==> src/rtl/module_bcd_to_bin.sv <==
// Sequential packed-BCD to binary converter (reverse double-dabble, one bit per clock).
// Ports:
//   i_clk    - clock, rising edge
//   i_rst_n  - synchronous active-low reset
//   i_start  - conversion request, honoured only when not busy
//   i_bcd    - packed BCD operand, digit 0 in [3:0], captured on the accepting edge
//   o_bin    - binary result, held between o_done pulses
//   o_busy   - conversion in progress
//   o_done   - one-cycle pulse when o_bin/o_error are valid
//   o_error  - last accepted operand contained a digit > 9
module module_bcd_to_bin #(
  parameter int unsigned N_DIGITS = 4,
  parameter int unsigned BIN_W    = 14
) (
  input  logic                    i_clk,
  input  logic                    i_rst_n,
  input  logic                    i_start,
  input  logic [4*N_DIGITS-1:0]   i_bcd,
  output logic [BIN_W-1:0]        o_bin,
  output logic                    o_busy,
  output logic                    o_done,
  output logic                    o_error
);

  localparam int unsigned DW = 4 * N_DIGITS;
  localparam int unsigned CW = (DW > 1) ? $clog2(DW) : 1;
  localparam logic [CW-1:0] LAST = CW'(DW - 1);

  typedef enum logic [1:0] {
    IDLE  = 2'd0,
    SHIFT = 2'd1,
    DONE  = 2'd2
  } state_t;

  state_t           state_q, state_d;
  logic [DW-1:0]    dig_q, dig_d;
  logic [DW-1:0]    acc_q, acc_d;
  logic [CW-1:0]    cnt_q, cnt_d;
  logic [BIN_W-1:0] bin_d;
  logic             busy_d, done_d, error_d;

  logic             bad_c;
  logic [DW-1:0]    dig_sh_c;
  logic [DW-1:0]    acc_sh_c;

  // Flag any non-decimal digit in the incoming operand.
  always_comb begin
    bad_c = 1'b0;
    for (int unsigned i = 0; i < N_DIGITS; i++) begin
      if (i_bcd[4*i +: 4] > 4'd9) bad_c = 1'b1;
    end
  end

  // One reverse double-dabble step: shift right, then correct digits that
  // picked up a half-ten (worth 8 after the shift, should be 5).
  always_comb begin
    {dig_sh_c, acc_sh_c} = {dig_q, acc_q} >> 1;
    for (int unsigned i = 0; i < N_DIGITS; i++) begin
      if (dig_sh_c[4*i +: 4] >= 4'd8) dig_sh_c[4*i +: 4] = dig_sh_c[4*i +: 4] - 4'd3;
    end
  end

  // Next-state and next-output logic.
  always_comb begin
    state_d = state_q;
    dig_d   = dig_q;
    acc_d   = acc_q;
    cnt_d   = cnt_q;
    bin_d   = o_bin;
    busy_d  = o_busy;
    done_d  = 1'b0;
    error_d = o_error;

    case (state_q)
      IDLE, DONE: begin
        busy_d = 1'b0;
        if (state_q == DONE) state_d = IDLE;
        if (i_start) begin
          error_d = 1'b0;
          dig_d   = i_bcd;
          acc_d   = '0;
          cnt_d   = '0;
          if (bad_c) begin
            // Invalid operand short-circuits straight to a flagged result.
            state_d = DONE;
            bin_d   = '0;
            error_d = 1'b1;
            done_d  = 1'b1;
          end else begin
            state_d = SHIFT;
            busy_d  = 1'b1;
          end
        end
      end

      SHIFT: begin
        dig_d = dig_sh_c;
        acc_d = acc_sh_c;
        cnt_d = cnt_q + CW'(1);
        if (cnt_q == LAST) begin
          bin_d   = BIN_W'(acc_sh_c);
          done_d  = 1'b1;
          busy_d  = 1'b0;
          state_d = DONE;
        end
      end

      default: begin
        state_d = IDLE;
        busy_d  = 1'b0;
      end
    endcase
  end

  // State and output registers.
  always_ff @(posedge i_clk) begin
    if (!i_rst_n) begin
      state_q <= IDLE;
      dig_q   <= '0;
      acc_q   <= '0;
      cnt_q   <= '0;
      o_bin   <= '0;
      o_busy  <= 1'b0;
      o_done  <= 1'b0;
      o_error <= 1'b0;
    end else begin
      state_q <= state_d;
      dig_q   <= dig_d;
      acc_q   <= acc_d;
      cnt_q   <= cnt_d;
      o_bin   <= bin_d;
      o_busy  <= busy_d;
      o_done  <= done_d;
      o_error <= error_d;
    end
  end

endmodule

==> config.mk <==
export PLATFORM = sky130hd
export DESIGN_NAME = module_bcd_to_bin
export DESIGN_NICKNAME = d
export VERILOG_FILES = /design/src/rtl/module_bcd_to_bin.sv
export SDC_FILE = /design/constraint.sdc
export NUM_CORES = 1
export LEC_CHECK = 0
export ABC_CLOCK_PERIOD_IN_PS = 1450
export CORE_MARGIN = 1.5
export CORE_UTILIZATION = 35
export DETAILED_ROUTE_END_ITERATION = 8
export PLACE_DENSITY_LB_ADDON = 0.05
export SETUP_SLACK_MARGIN = 0.05
export SLEW_MARGIN = 20
export SYNTH_ARGS = -nofsm -noshare
export SYNTH_HDL_FRONTEND = slang
export SYNTH_SLANG_ARGS = --single-unit
==> constraint.sdc <==
create_clock -name i_clk -period 1.45 [get_ports i_clk]
set_input_delay 0.29 -clock i_clk [delete_from_list [all_inputs] [get_ports i_clk]]
set_output_delay 0.29 -clock i_clk [all_outputs]
set_load 0.02 [all_outputs]
== Yosys cells after proc, flatten, opt, wreduce, memory -nomap -nowiden ==
Index checks and enable logic that the tools add are counted.
Widths: inputs -> output; s select.

* $add $sub $neg: 5
* Order comparisons: 8
* Equal/unequal tests: 7
* Mux-type cells: 31
* Reduce and logical (&&, ||, !) cells: 7

{| class="wikitable"
|+ Operator list
! kind !! number
|-
| $pmux 16 s2 || 2
|-
| $mux 14 || 3
|-
| $mux 16 || 2
|-
| $pmux 14 s2 || 1
|-
| $mux 4 || 5
|-
| $gt 4x4->1 const B || 4
|-
| $ge 4x4->1 const B || 3
|-
| $sub 4x2->4 const B || 3
|-
| $mux 1 || 10
|-
| $mux 2 || 4
|-
| $pmux 4 s2 || 1
|-
| $ne 2x2->1 const B || 3
|-
| $reduce_and 2->1 || 3
|-
| $add 4x1->4 const B || 1
|-
| $eq 4x4->1 const B || 1
|-
| $ge 3x4->1 const B || 1
|-
| $pmux 1 s2 || 2
|-
| $pmux 2 s2 || 1
|-
| $reduce_and 4->1 || 1
|-
| $sub 3x2->4 const B || 1
|-
| $ne 3x3->1 const B || 1
|-
| $eq 2x1->1 const B || 1
|-
| $eq 2x2->1 const B || 1
|-
| $logic_not 2->1 || 1
|-
| 2 further kinds || 2
|}

* Register bits: 55
* Input port bits: 19
* Output and inout bits: 17

== Logic depth before layout (Yosys ltp) ==
Gate-level depths: netlist of run 1.

* Depth after elaboration: 8
* Gate-level depth with buffers: 6

== Least setup slack after synthesis of run 1 ==
Ideal clock, no wire load.

* Path type: register to register
* Start: register state_q[1]
* End: register cnt_q[3]
* Setup time: 115 ps
* Arrival time: 1140 ps
* Setup slack: 196 ps
* Stages on the path, launching flop included: 6
* Path buffers: 1
* Clock period less this slack: 1254 ps
* Cell sequence: dfxtp_1 -> and2b_4 -> buf_8 -> nand4_1 -> and3_1 -> o21a_1

* Word-level cells in the longest chain between the ends: 4

{| class="wikitable"
|+ RTL lines
! what !! line !! text
|-
| from (decl) || 35 || <nowiki>state_t state_q, state_d;</nowiki>
|-
| from (signal assigned) || 127 || <nowiki>state_q <= state_d;</nowiki>
|-
| $eq 2x2->1 / $logic_not 2->1 (equally long branches) || 74 || <nowiki>case (state_q)</nowiki>
|-
| $reduce_or 2->1 || 74 ||
|-
| $ne 2x2->1 (no line) / $reduce_bool 2->1 (equally long branches) || n/a ||
|-
| $reduce_and 2->1 (no line) || n/a ||
|-
| to (signal assigned) || 130 || <nowiki>cnt_q <= cnt_d;</nowiki>
|-
| to (decl) || 38 || <nowiki>logic [CW-1:0] cnt_q, cnt_d;</nowiki>
|}

Several ways; a longest one is shown, not always the timed one.
A chain may end at the register's enable or synchronous reset.

== Worst setup path after layout of run 1 ==
* Start: input i_bcd[14]
* End: register o_bin[6]

* Word-level cells in the longest chain between the ends: 4

{| class="wikitable"
|+ RTL lines
! what !! line !! text
|-
| from (decl) || 18 || <nowiki>input logic [4*N_DIGITS-1:0] i_bcd,</nowiki>
|-
| $gt 4x4->1 || 50 || <nowiki>if (i_bcd[4*i +: 4] > 4'd9) bad_c = 1'b1;</nowiki>
|-
| $mux 1 || 50 ||
|-
| $ne 2x2->1 (no line) || n/a ||
|-
| $reduce_and 4->1 (no line) || n/a ||
|-
| to (signal assigned) || 131 || <nowiki>o_bin <= bin_d;</nowiki>
|-
| to (decl) || 19 || <nowiki>output logic [BIN_W-1:0] o_bin,</nowiki>
|}

No other way between the ends.

==> results.toml, run 1 <==
[detailed_routing]
dr.max_layer_used = "met4"
wl_met2_mm = 2.33
drt-total-wl_mm = 5.65
first_iter_violations = 114
m1WireLength_mm = 2.97
routedWlPerCell_um = 14.2
drtAntennaViolNets = 0
drc = 0
vias_per_cell = 5.04
met3WireLength_um = 205
num_vias = 2005
firstDrtPassIters = 4

[setup_path]
rr_startpoint = "state_q[1]"
rr_endpoint = "dig_q[1]"
critPathRequiredTime_ns = 1.65
crit_path_start_kind = "input pin"
rrSetupSlack_ns = 0.17
arrival_ns = 1.59
path_max_fanout = 7
rr_worst_depth = 4
crit_type = "in2reg"
endpoint_kind = "flop"

[grt]
grt_pass1_vias = 1927
grt_max_degree = 31
gr-total-overflow = 0
grt_use_total_pct = 15.8
grt_pass1_wl_mm = 9.24
antenna_found_initial = 0

[clock_network]
clock_path_buffers = 2
post_cts_buffers = 0
cts_max_level = 2
cts_buffers = 5
clk_latency_ns = 0.31
clock-sinks = 54
cts.clk_slew.worst_paths_ns = 0.10
root_buffer = "clkbuf_8"
cts_tree = "done"

[timing]
worst_pin_slew_ns = 0.329
finalClockSkew_ns = 0.00503
relSlewSlack_pct = 78.0
whs_ns = 0.268
fin_crit_sh_pct = 95.7
rsz0062_at_grt = "no"
hold_viol = 0
max_freq_mhz = 721
fin_crit_ns = 1.39
drv_slew = 0
setup_viol = 0
setup_slack_ns = 0.0624

[synth]
synthFlopType = "dfxtp_1"
synth.distinct_cells = 35
ys_top_cells_by_area = "dfxtp_1 45%, a22oi_1 7.2%, o22ai_2 5.2%"
netlist_area_um2 = 2400
synth_top_area_share_pct = 45.1
synthTopCellsByCount = "54 x dfxtp_1, 31 x nor2_1, 30 x nand2_1"
synthMostInstantiatedCell = "dfxtp_1"
ys_seq_area_share_pct = 45.1
syn_inst = 261
avgSynthCellArea_um2 = 9.19
ys_warn_count = 0
synth_edf_count = 0
synth_seq_cells = 54
syn-num-nets = 287
async_reset_ff_share_pct = 0
synth_largest_area_cell = "dfxtp_1"

[pwr]
p_leak_uw = 0.00135
power_density_nw_per_um2 = 927
ir_worst_vdd_mv = 0.397

[status]
outcome = "finished, final reports clean"

[floorplan]
initial_core_util_pct = 36.9
dieArea_um2 = 7350
core_area_um2 = 6490
ios = 36
die_h_um = 85.8
die_w_um = 85.8
num_rows = 29

[hold_path]
worstHoldStart = "i_bcd[10]"
min_path_cells = 3
min_to = "dig_q[10]"
min_path_type = "in2reg"

[flow_run]
cap_violations = 0

[placement]
gp_congestion = 0.804
dp_worst_setup_slack_ns = -0.247
hpwl_mm = 3.77
port_buffers = 35

[cells_and_area]
areaGrowthSynthToFinish_pct = 33.0
layout.nets = 346
final_util_pct = 49.1
n_antenna_cell = 0
drive_gt1_share_pct = 18.7
==> where the power goes <==
part	internal, µW	total (µW)	leakage (µW)	switching, µW
clock	439	947	0.0000544	508
combinational	232	444	0.000857	213
sequential	1520	1570	0.000439	41.1
==> cell type report <==
type | instances | area [µm²]
well taps | 77 | 96.3
multi-input cells | 181 | 1180
repair buffers | 71 | 699
fillers | 630 | 3310
flip-flops and latches | 54 | 1080
clock buffers | 7 | 96.3
inverters | 7 | 26.3
clock inverters | 1 | 8.76
==> metrics by stage <==
| stage | TNS [ns] | power [µW] | instance area, µm² | cells |
|---|---|---|---|---|
| 4_1_cts | 0 | 2970 | 3130 | 397 |
| 3_5_place_dp | -8.76 | 2030 | 3040 | 389 |
| 3_3_place_gp | -8.91 | 2030 | 3040 | 389 |
| 2_1_floorplan | 0 | 1820 | 2400 | 261 |
| 5_1_grt | 0 | 3100 | 3190 | 398 |
| 6_report | 0 | 2960 | 3190 | 398 |
==> registers in the layout (all words and copies together) (netlist names) <==
name / cells
acc_q: 15
cnt_q: 4
dig_q: 16
o_bin: 14
o_busy: 1
o_done: 1
o_error: 1
state_q: 2
==> kinds of logic (layout without fill, tap and decap cells) <==
kind of cell / after synthesis / count (layout) / share of synthesized area, %
DFF: 54 / 54 / 45.1
AOI/OAI and AO/OA: 76 / 76 / 24.1
buffers and inverters: 26 / 86 / 6.37
adders and majority gates: 7 / 7 / 3.65
and+or+nand+nor: 92 / 92 / 18.6
xor gates and xnor gates: 6 / 6 / 2.19
==> metal layers <==
metal  GRT usage [%]  vias to the layer above
li1                -                     1041
met4            6.60                        0
met2            24.0                       39
met3            2.98                       12
met1            22.0                      913
met5               0                        -
==> worst max path at each step <==
stage               startpoint        end  slack, ns  cells after the start
floorplan           state_q[1]   cnt_q[3]       0.20                      5
global placement     i_bcd[14]   o_bin[2]      -0.26                      6
detailed placement   i_bcd[14]   o_bin[1]      -0.25                      6
CTS                   i_bcd[9]  o_bin[12]       0.08                      6
global route         i_bcd[14]   o_bin[5]       0.04                      6
finish               i_bcd[14]   o_bin[6]       0.06                      6
==> worst max-delay path, cell delays in order <==
cell and delay [ns]:
clkdlybuf4s50_1 0.48, o21ai_1 0.07, buf_4 0.16, a41oi_4 0.29, clkbuf_16 0.23, o22ai_2 0.06
==> placed cells by master, fill, tap and decap left out, types with 2 or more instances in the layout <==
master / netlist / routed
inv_1: 7 / 7
o22ai_1: 4 / 4
a221oi_1: 3 / 2
dfxtp_1: 54 / 54
a21oi_1: 14 / 14
o22ai_2: 10 / 10
o21ai_1: 1 / 5
nor2_1: 31 / 31
nand2_1: 30 / 30
clkdlybuf4s50_1: 0 / 10
a22oi_1: 23 / 23
dlygate4sd2_1: 0 / 17
clkbuf_8: 0 / 7
xnor2_1: 6 / 6
and3_1: 4 / 4
buf_12: 0 / 5
nand4_1: 2 / 2
o21ai_0: 6 / 2
buf_4: 4 / 30
ha_1: 7 / 7
o211ai_1: 6 / 6
dlymetal6s2s_1: 0 / 8
nand3_1: 15 / 15
nand2b_1: 4 / 4
a21o_1: 3 / 3
o221ai_1: 3 / 3
==> repair_timing <==
item,CTS,global route
endpoints found under the setup margin,17,15
gates cloned,0,1
hold buffers,0,0
resized for setup,17,14
pin swaps,0,3
Power figures use the tool's default switching activity.
==> run 2: changes to the inputs <==
--- a/config.mk
+++ b/config.mk
@@ -9,9 +9,9 @@
 export CORE_MARGIN = 1.5
 export CORE_UTILIZATION = 35
 export DETAILED_ROUTE_END_ITERATION = 8
-export PLACE_DENSITY_LB_ADDON = 0.05
+export PLACE_DENSITY_LB_ADDON = 0.12
 export SETUP_SLACK_MARGIN = 0.05
-export SLEW_MARGIN = 20
+export SKIP_LAST_GASP = 1
 export SYNTH_ARGS = -nofsm -noshare
 export SYNTH_HDL_FRONTEND = slang
 export SYNTH_SLANG_ARGS = --single-unit
==> run 2 against run 1 <==
Net effect: sequential cell count unchanged; via count increased by 3.0%; sequential power about the same; first-iteration DRC count fell by 51%; power is 2.4% lower; non-clock buffer count grew 1; hold slack better by 0.20 ns; final area is 1.8% lower; critical endpoint is now o_bin[12]; largest cell class unchanged; largest power group unchanged.
==> results.toml, run 2 (synthesized netlist as in run 1, its figures left out) <==
[setup_path]
rr_worst_depth = 5
crit_type = "in2reg"
path_max_fanout = 14
rr_startpoint = "state_q[1]"
crit_path_start_kind = "input pin"
rrSetupSlack_ns = 0.15
rr_endpoint = "o_bin[4]"
arrival_ns = 1.55
critPathRequiredTime_ns = 1.65
endpoint_kind = "flop"

[cells_and_area]
drive_gt1_share_pct = 18.6
reg.largest.list = "dig_q: 16 flops, acc_q: 15 flops, o_bin: 14 flops"
final_cells = 399
final_common_cell = "dfxtp_1"
areaGrowthSynthToFinish_pct = 30.6
n_antenna_cell = 0
layout.nets = 347
final_cell_mix = "54 x dfxtp_1, 32 x buf_4, 31 x nor2_1"
largest-register = "dig_q"
largest_reg_flops = 16

[placement]
gp_congestion = 0.741
dp_cells = 391
port_buffers = 35
hpwl_mm = 3.77

[pwr]
p_leak_uw = 0.00127
ir_worst_vdd_mv = 0.526
power_density_nw_per_um2 = 922

[clock_network]
root_buffer = "clkbuf_8"
cts.clk_slew.worst_paths_ns = 0.10
cts_tree = "done"
clock_path_buffers = 2
clock-sinks = 54
clk_latency_ns = 0.31
cts_max_level = 2
cts_buffers = 5
cts_resized = 17
post_cts_buffers = 0
ctsHoldBuffers = 0

[timing]
worst_pin_slew_ns = 0.313
setup-tns-final_ns = 0
rsz0062_at_grt = "no"
setup_viol = 0
fin_crit_sh_pct = 92.6
fin_crit_ns = 1.34
whs_ns = 0.463
max_freq_mhz = 745
relSlewSlack_pct = 78.9
drv_slew = 0
finalClockSkew_ns = 0.00672
hold_viol = 0

[floorplan]
die_w_um = 85.8
num_rows = 29
die_h_um = 85.8
core_area_um2 = 6490
initial_core_util_pct = 36.9
ios = 36
dieArea_um2 = 7350

[grt]
grt_pass1_vias = 1910
grt_pass1_wl_mm = 9.20
gr-total-overflow = 0
antenna_found_initial = 0
grt_use_total_pct = 15.8
grt_max_degree = 32

[hold_path]
min_to = "dig_q[14]"
min_path_type = "reg2reg"
min_path_cells = 2
worstHoldStart = "dig_q[14]"

[status]
outcome = "finished, final reports clean"

[detailed_routing]
drtAntennaViolNets = 0
first_iter_violations = 56
vias_per_cell = 5.18
routedWlPerCell_um = 13.9
firstDrtPassIters = 5
drc = 0
num_vias = 2066
drt-total-wl_mm = 5.57

[flow_run]
cap_violations = 0
-- run 2: cell count changes in the layout (fill, tap and decap cells not counted), sizes merged --
cell	previous run	this run
clkdlybuf4s50	10	18
clkinvlp	0	1
buf	35	37
dlymetal6s2s	8	0
clkbuf	8	6
-- run 2: power by group --
| group | switching, µW | internal [µW] |
|---|---|---|
| clock | 511 | 385 |
| combinational | 202 | 223 |
| sequential | 41.4 | 1520 |
-- run 2: how the worst max path moves through the flow --
| stage | start | cells past startpoint | endpoint |
|---|---|---|---|
| floorplan | state_q[1] | 5 | cnt_q[3] |
| global placement | i_start | 7 | dig_q[12] |
| detailed placement | i_bcd[14] | 6 | o_bin[2] |
| CTS | i_bcd[14] | 6 | o_bin[12] |
| global route | i_bcd[1] | 5 | o_bin[2] |
| finish | i_bcd[14] | 6 | o_bin[12] |
-- run 2: metal layers --
layer	global-route usage, %	part of all wire (%)	vias up
met5	0	0	-
met4	5.72	1.6	0
met3	2.98	4.5	6
met2	23.9	43	55
met1	22.5	51	964
li1	-	-	1041
-- run 2: final cells by class --
cell class              count  area, µm²
fillers                   649       3360
multi-input cells         181       1160
repair buffers             72        669
inverters                   7       26.3
well taps                  77       96.3
clock inverters             2       12.5
flip-flops and latches     54       1080
clock buffers               6       82.6
-- run 2: per-stage QoR --
stage / total power [µW] / cell area (µm²) / utilization (%) / setup slack [ns]
2_1_floorplan: 1820 / 2400 / - / 0.196
4_1_cts: 2910 / 3130 / 48.2 / 0.114
5_1_grt: 3010 / 3130 / 48.2 / 0.0560
6_report: 2890 / 3130 / 48.2 / 0.107
3_3_place_gp: 2030 / 3060 / 47.1 / -0.206
3_5_place_dp: 2030 / 3060 / 47.1 / -0.213
-- run 2: worst max-delay path: stages --
cell,delay (ns)
clkdlybuf4s50_1,0.47
o21ai_0,0.10
buf_4,0.16
a41oi_2,0.24
buf_12,0.19
o22ai_1,0.08
